**src/rtl/sync_fifo_param.sv**
```systemverilog
// sync_fifo_param: parametrised single-clock FIFO with flags, count, sticky errors and optional FWFT read
module sync_fifo_param #(
  parameter int DATA_WIDTH = 8,
  parameter int DEPTH      = 16,
  parameter int AF_LEVEL   = 12,
  parameter int AE_LEVEL   = 2,
  parameter int FWFT       = 0
) (
  input  logic                         clk,
  input  logic                         rst,
  input  logic                         wr_en,
  input  logic [DATA_WIDTH-1:0]        wr_data,
  input  logic                         rd_en,
  output logic [DATA_WIDTH-1:0]        rd_data,
  output logic                         rd_valid,
  output logic                         full,
  output logic                         empty,
  output logic                         almost_full,
  output logic                         almost_empty,
  output logic [$clog2(DEPTH+1)-1:0]   count,
  output logic                         overflow,
  output logic                         underflow,
  input  logic                         clr_err
);
  localparam int AW = $clog2(DEPTH);
  localparam int CW = $clog2(DEPTH+1);
  logic [DATA_WIDTH-1:0] mem [DEPTH];
  logic [AW-1:0] wr_ptr, rd_ptr;
  logic rd_acc, wr_acc;
  logic [CW-1:0] cnt_nxt;
  always_comb begin
    rd_acc  = rd_en & ~empty;
    wr_acc  = wr_en & (~full | rd_acc);
    cnt_nxt = (wr_acc & ~rd_acc) ? count + 1'b1 : (rd_acc & ~wr_acc) ? count - 1'b1 : count;
  end
  always_ff @(posedge clk) begin
    if (rst) begin
      wr_ptr       <= '0;
      rd_ptr       <= '0;
      count        <= '0;
      full         <= 1'b0;
      empty        <= 1'b1;
      almost_full  <= 1'b0;
      almost_empty <= 1'b1;
      overflow     <= 1'b0;
      underflow    <= 1'b0;
    end else begin
      if (wr_acc) wr_ptr <= (wr_ptr == AW'(DEPTH-1)) ? '0 : wr_ptr + 1'b1;
      if (rd_acc) rd_ptr <= (rd_ptr == AW'(DEPTH-1)) ? '0 : rd_ptr + 1'b1;
      count        <= cnt_nxt;
      full         <= cnt_nxt == CW'(DEPTH);
      empty        <= cnt_nxt == '0;
      almost_full  <= cnt_nxt >= CW'(AF_LEVEL);
      almost_empty <= cnt_nxt <= CW'(AE_LEVEL);
      overflow     <= (wr_en & ~wr_acc) | (overflow & ~clr_err);
      underflow    <= (rd_en & empty) | (underflow & ~clr_err);
    end
  end
  always_ff @(posedge clk)
    if (wr_acc & ~rst) mem[wr_ptr] <= wr_data;
  if (FWFT != 0) begin : g_fwft
    assign rd_data  = mem[rd_ptr];
    assign rd_valid = ~empty;
  end else begin : g_reg
    always_ff @(posedge clk) begin
      if (rst) begin
        rd_data  <= '0;
        rd_valid <= 1'b0;
      end else begin
        if (rd_acc) rd_data <= mem[rd_ptr];
        rd_valid <= rd_acc;
      end
    end
  end
endmodule

```
**config.mk**
```make
export PLATFORM = sky130hd
export DESIGN_NAME = sync_fifo_param
export DESIGN_NICKNAME = d
export VERILOG_FILES = /design/src/rtl/sync_fifo_param.sv
export SDC_FILE = /design/constraint.sdc
export NUM_CORES = 1
export LEC_CHECK = 0
export CORE_UTILIZATION = 45
export CTS_CLUSTER_DIAMETER = 60
export DETAILED_ROUTE_END_ITERATION = 16
export PLACE_DENSITY = 0.7
export SKIP_CTS_REPAIR_TIMING = 1
export SLEW_MARGIN = 20
export SYNTH_ARGS = -nofsm -noshare
export SYNTH_HDL_FRONTEND = slang
export SYNTH_SLANG_ARGS = --single-unit
```
**constraint.sdc**
```tcl
create_clock -name clk -period 3.1 [get_ports clk]
set_input_delay 0.775 -clock clk [delete_from_list [all_inputs] [get_ports clk]]
set_output_delay 0.775 -clock clk [all_outputs]
set_load 0.03 [all_outputs]
```
* Word level (Yosys, flattened, before mapping)
Memories as Yosys holds them, arrays and structs flattened. A register that Yosys moved wholly into a read port is not among the register bits.
Cells that the tools add are included.
** Cells by class
- Reductions and logical operators :: 1
- Magnitude comparators :: 2
- Bitwise logic cells :: 18
- Mux-type cells :: 6
- Eq/ne operators :: 3
- Add/subtract/negate cells :: 4
** Operators by type and width (count)
- $mux 5 :: 2
- $and 1x1->1 :: 9
- $add 4x1->4 const B :: 2
- $eq 4x4->1 const B :: 2
- $mux 4 :: 2
- $not 1->1 :: 6
- $add 5x1->5 const B :: 1
- $eq 5x5->1 const B :: 1
- $ge 5x4->1 const B :: 1
- $le 5x2->1 const B :: 1
- $logic_not 5->1 :: 1
- $sub 5x1->5 const B :: 1
- $or 1x1->1 :: 3
- $mux 1 :: 2
** Word-level totals
- Output and inout port bits :: 20
- Input port bits :: 13
- Logic and storage cells :: 45
- Bits in registers :: 20
- Memory bits (writable) :: 128
- Memories :: 1
** Memories
- mem :: words 16, bits a word 8, read ports 1, clocked after Yosys merged registers in 1, wr ports 1, RTL line 27 : logic [DATA_WIDTH-1:0] mem [DEPTH];

* Depth between registers and ports, before layout
- Depth after elaboration :: 9
- Gate-level depth with buffers :: 7

* Least setup slack after synthesis
Ideal clock, no wire load.
- Path type :: input to register
- From :: input port rd_en
- To :: memory mem[3][0], enable pin
- Arrival time :: 2043 ps
- Stages :: 5
- Path buffers :: 0
- Required time :: 2717 ps
- Setup time :: 383 ps
- Slack :: 674 ps
- Cells stage by stage :: nand2b_1 a21boi_2 and2_1 nand2_1 nor3_1
** On the way
- Cells in the longest elaborated chain, start to end :: 6
** RTL lines
- from (decl) :: RTL line 13 : input logic rd_en,
- $and 1x1->1 :: RTL line 32 : rd_acc = rd_en & ~empty;
- $or 1x1->1 :: RTL line 33 : wr_acc = wr_en & (~full | rd_acc);
- $and 1x1->1 :: RTL line 33
- $and 1x1->1 :: RTL line 60 : if (wr_acc & ~rst) mem[wr_ptr] <= wr_data;
- $mux 1 :: RTL line 60
- $mux 1 (not written as such) :: RTL line 60
- to (decl) :: RTL line 27
Every way passes these cells.

* Worst setup path after layout
- From :: input port rd_en
- To :: memory mem[1][7], enable pin
Same word-level chain as after synthesis.

==> run summary <==
=====================================================================================
Area of the core                                                          13400 sq um
Required time at the worst-slack endpoint                                     3.23 ns
Category of the worst setup path launch point                            primary input
Critical path buffer and inverter count                                             2
Total Die Area                                                            14400 sq um
Maximum level of the CTS H-tree                                                     4
Worst-case reg-to-reg path depth                                                    6
GRT Total Usage                                                                 19.0%
HPWL after detailed placement                                                 7970 um
Highest-count cells in the layout ignoring fill and taps                 edfxtp_1 (128), nor2_1 (36), clkdlybuf4s50_1 (32)
Worst Hold Margin                                                            0.489 ns
Worst clock skew                                                           0.00495 ns
Clock tree buffer depth                                                             2
Count of endpoints failing hold in the final timing report                          0
Critical path depth in cells                                                        7
Worst hold path type                                                       reg -> reg
Run status                                                               complete, no violations
Cell-by-cell trace of the critical path                                  clkdlybuf4s50_1 > nand2b_1 > a21boi_2 > and2_1 > nand2_1 > nor3_1 > buf_4
Number of nets in the finished design                                             440
Number of max-capacitance violations reported                                       0
Detailed-route vias per instance                                                 5.54
Core utilization of the finished layout                                         55.3%
Top cell type's share of synthesized area                                       61.5%
Total via count in the routed design                                             3374
Clock tree from TritonCTS                                                         yes
Per-instance average area after synthesis                                  17.0 sq um
Predominant post-synthesis flop cell                                         edfxtp_1
Chip Width                                                                     120 um
Transition time at the pin with the least slew margin                        0.705 ns
Total CTS buffers                                                                  17
Worst Hold Path Cells                                                               2
Antenna diodes                                                                      0
Number of top-level pins                                                           33
Wire length of the first global-routing pass                                 19200 um
P&R area growth vs syn                                                          18.5%
Sum of negative setup slack                                                      0 ns
Leakage power of the design                                                   2.42 nW
Post-route minimum period                                                     2.46 ns
Number of pins with negative max-slew slack in the final report                     0
Clock sink total                                                                  156
Fraction of registers with async set/reset                                         0%
Total area of multi-input combinational cells                              1700 sq um
Initial antenna violation count                                                     0
Power density over the cells                                              674 nW/um^2
Pre-antenna DRT Iters                                                               5
Count of different cell masters after synthesis                                    43
Pin count of the biggest net entering global routing                               37
Max stage delay cell, worst path                                         clkdlybuf4s50_1
Starting density of the core                                                    46.6%
EDFF count, synth                                                                 128
Fmax achieved                                                                 407 MHz
Total detailed-routing wirelength                                            12400 um
DRC violations left                                                                 0
Capturing element type of the critical path                                 flip-flop
IO buf count                                                                       32
Avg WL per Cell                                                               20.3 um
Count of filler cells inserted in the layout                                     1047
Combined flip-flop and latch cell area                                     4410 sq um
Post-placement setup slack                                                   0.218 ns
# rows                                                                             42
Net count of the mapped netlist                                                   387
Remaining global-route overflow                                                     0
CP delay by family, top                                                  buffers and inverters
Post-route fraction of the period consumed by the critical path                 79.3%
Total standard cell area after synthesis                                   6250 sq um
Synth Instances                                                                   367
Largest fanout on the critical path                                                 8
Worst IR Drop VDD                                                            0.497 mV
Critical path data arrival time                                               2.58 ns
DRC marker count from the first detailed-route iteration                          333
CTS clock-pin slew for the worst setup and hold paths                         0.06 ns
Detail Route Antenna Nets                                                           0
Cell accounting for the most synthesized area                                edfxtp_1
RSZ-0062 raised after global routing                                               no
Die H                                                                          120 um
Final setup viols                                                                   0
Sequential element share of the synthesized area                                70.5%
Post-route worst setup slack                                                 0.641 ns
Leading post-synthesis cells by cell area                                edfxtp_1 (62%), dfxtp_1 (9.0%), mux4_1 (7.1%), mux4_2 (5.4%), nor2_1 (2.2%)
Critical Path Max Stage Delay                                                 0.55 ns
Category of the most critical setup path                                    in -> reg
Worst slew margin relative to its limit                                         52.9%
Later-pin clock latency in the skew report                                    0.42 ns
Total of flip-flops plus latches after synthesis                                  156
Library cell used as clock root buffer                                      clkbuf_16
Fraction of final layout cells sized beyond drive strength 1                    16.2%
Placer congestion estimate                                                      0.797
Synthesis Warnings                                                                  0
Most frequent standard cell in the layout excluding fill and tap cells       edfxtp_1
Number of global-route vias before repair                                        3389
=====================================================================================
[tightest hold or removal path, cell delays in order (launching register included)]
cell and delay, ns:
dfxtp_1 0.33, a21oi_1 0.06, nor2_1 0.07
[synth_stat cells, drive strengths merged (2+ instances only)]
cell type and number:
o21a 3, nor2b 3, mux4 32, nand2b 4
o31ai 2, a22oi 17, inv 8, nor3b 2
nor4 2, nand2 14, clkbuf 6, xor2 3
nor3 10, o21ai 5, dfxtp 28, buf 13
a21oi 26, ha 7, edfxtp 128, and2 2
nor2 36
[cell type report]
cell class | count | share of cell area, %
Timing Repair Buffer | 53 | 6.62
Clock inverter | 13 | 1.69
Inverter | 8 | 0.405
Tap cell | 176 | 2.97
Multi-Input combinational cell | 184 | 23.0
Sequential cell | 156 | 59.5
Clock buffer | 19 | 5.85
[sequential cells by signal, summed over array words and instances, names as in the netlist]
| name | count |
|---|---|
| underflow | 1 |
| empty | 1 |
| overflow | 1 |
| rd_data | 8 |
| rd_ptr | 4 |
| rd_valid | 1 |
| mem | 128 |
| almost_full | 1 |
| full | 1 |
| count | 5 |
| almost_empty | 1 |
| wr_ptr | 4 |
[logic make-up after synthesis]
logic type	after synthesis	share of synthesized area [%]
compound gates	61	6.25
flops	156	70.5
xor+xnor	4	0.561
fa+ha+maj	7	1.40
mux	32	12.6
simple gates	80	6.47
buf+inv	27	2.28
[metrics by stage]
stage | instance area, sq um | power, mW | instances
after detailed placement | 6850 | 3.09 | 577
after floorplan | 6250 | 2.87 | 367
after global placement | 6850 | 3.08 | 577
after global routing | 7410 | 5.17 | 609
final | 7410 | 4.99 | 609
after CTS | 7410 | 5.03 | 609
[where the power goes]
part           switching [mW]  total (mW)  internal [mW]
registers              0.0761        2.41           2.33
logic                   0.353       0.641          0.289
clock network           0.772        1.94           1.17
[metal layers]
| layer | vias up | wire length (um) | part of all wire [%] | global-route usage (%) |
|---|---|---|---|---|
| li1 | 1568 | - | - | - |
| met1 | 1676 | 5430 | 44 | 25.4 |
| met2 | 117 | 6060 | 49 | 30.4 |
| met3 | 13 | 721 | 5.8 | 4.80 |
| met4 | 0 | 160 | 1.3 | 6.33 |
| met5 | - | 0 | 0 | 0 |
[final timing paths]
path / slack (ns) / start / end
worst max-delay path: 0.64 / rd_en / mem[1][7]
worst max register to register: 0.87 / rd_ptr[0] / rd_data[2]
worst min register to register: 0.49 / rd_data[5] / rd_data[5]
worst min-delay path: 0.49 / rd_data[5] / rd_data[5]
Note: power is estimated with default switching activity, not from simulation.
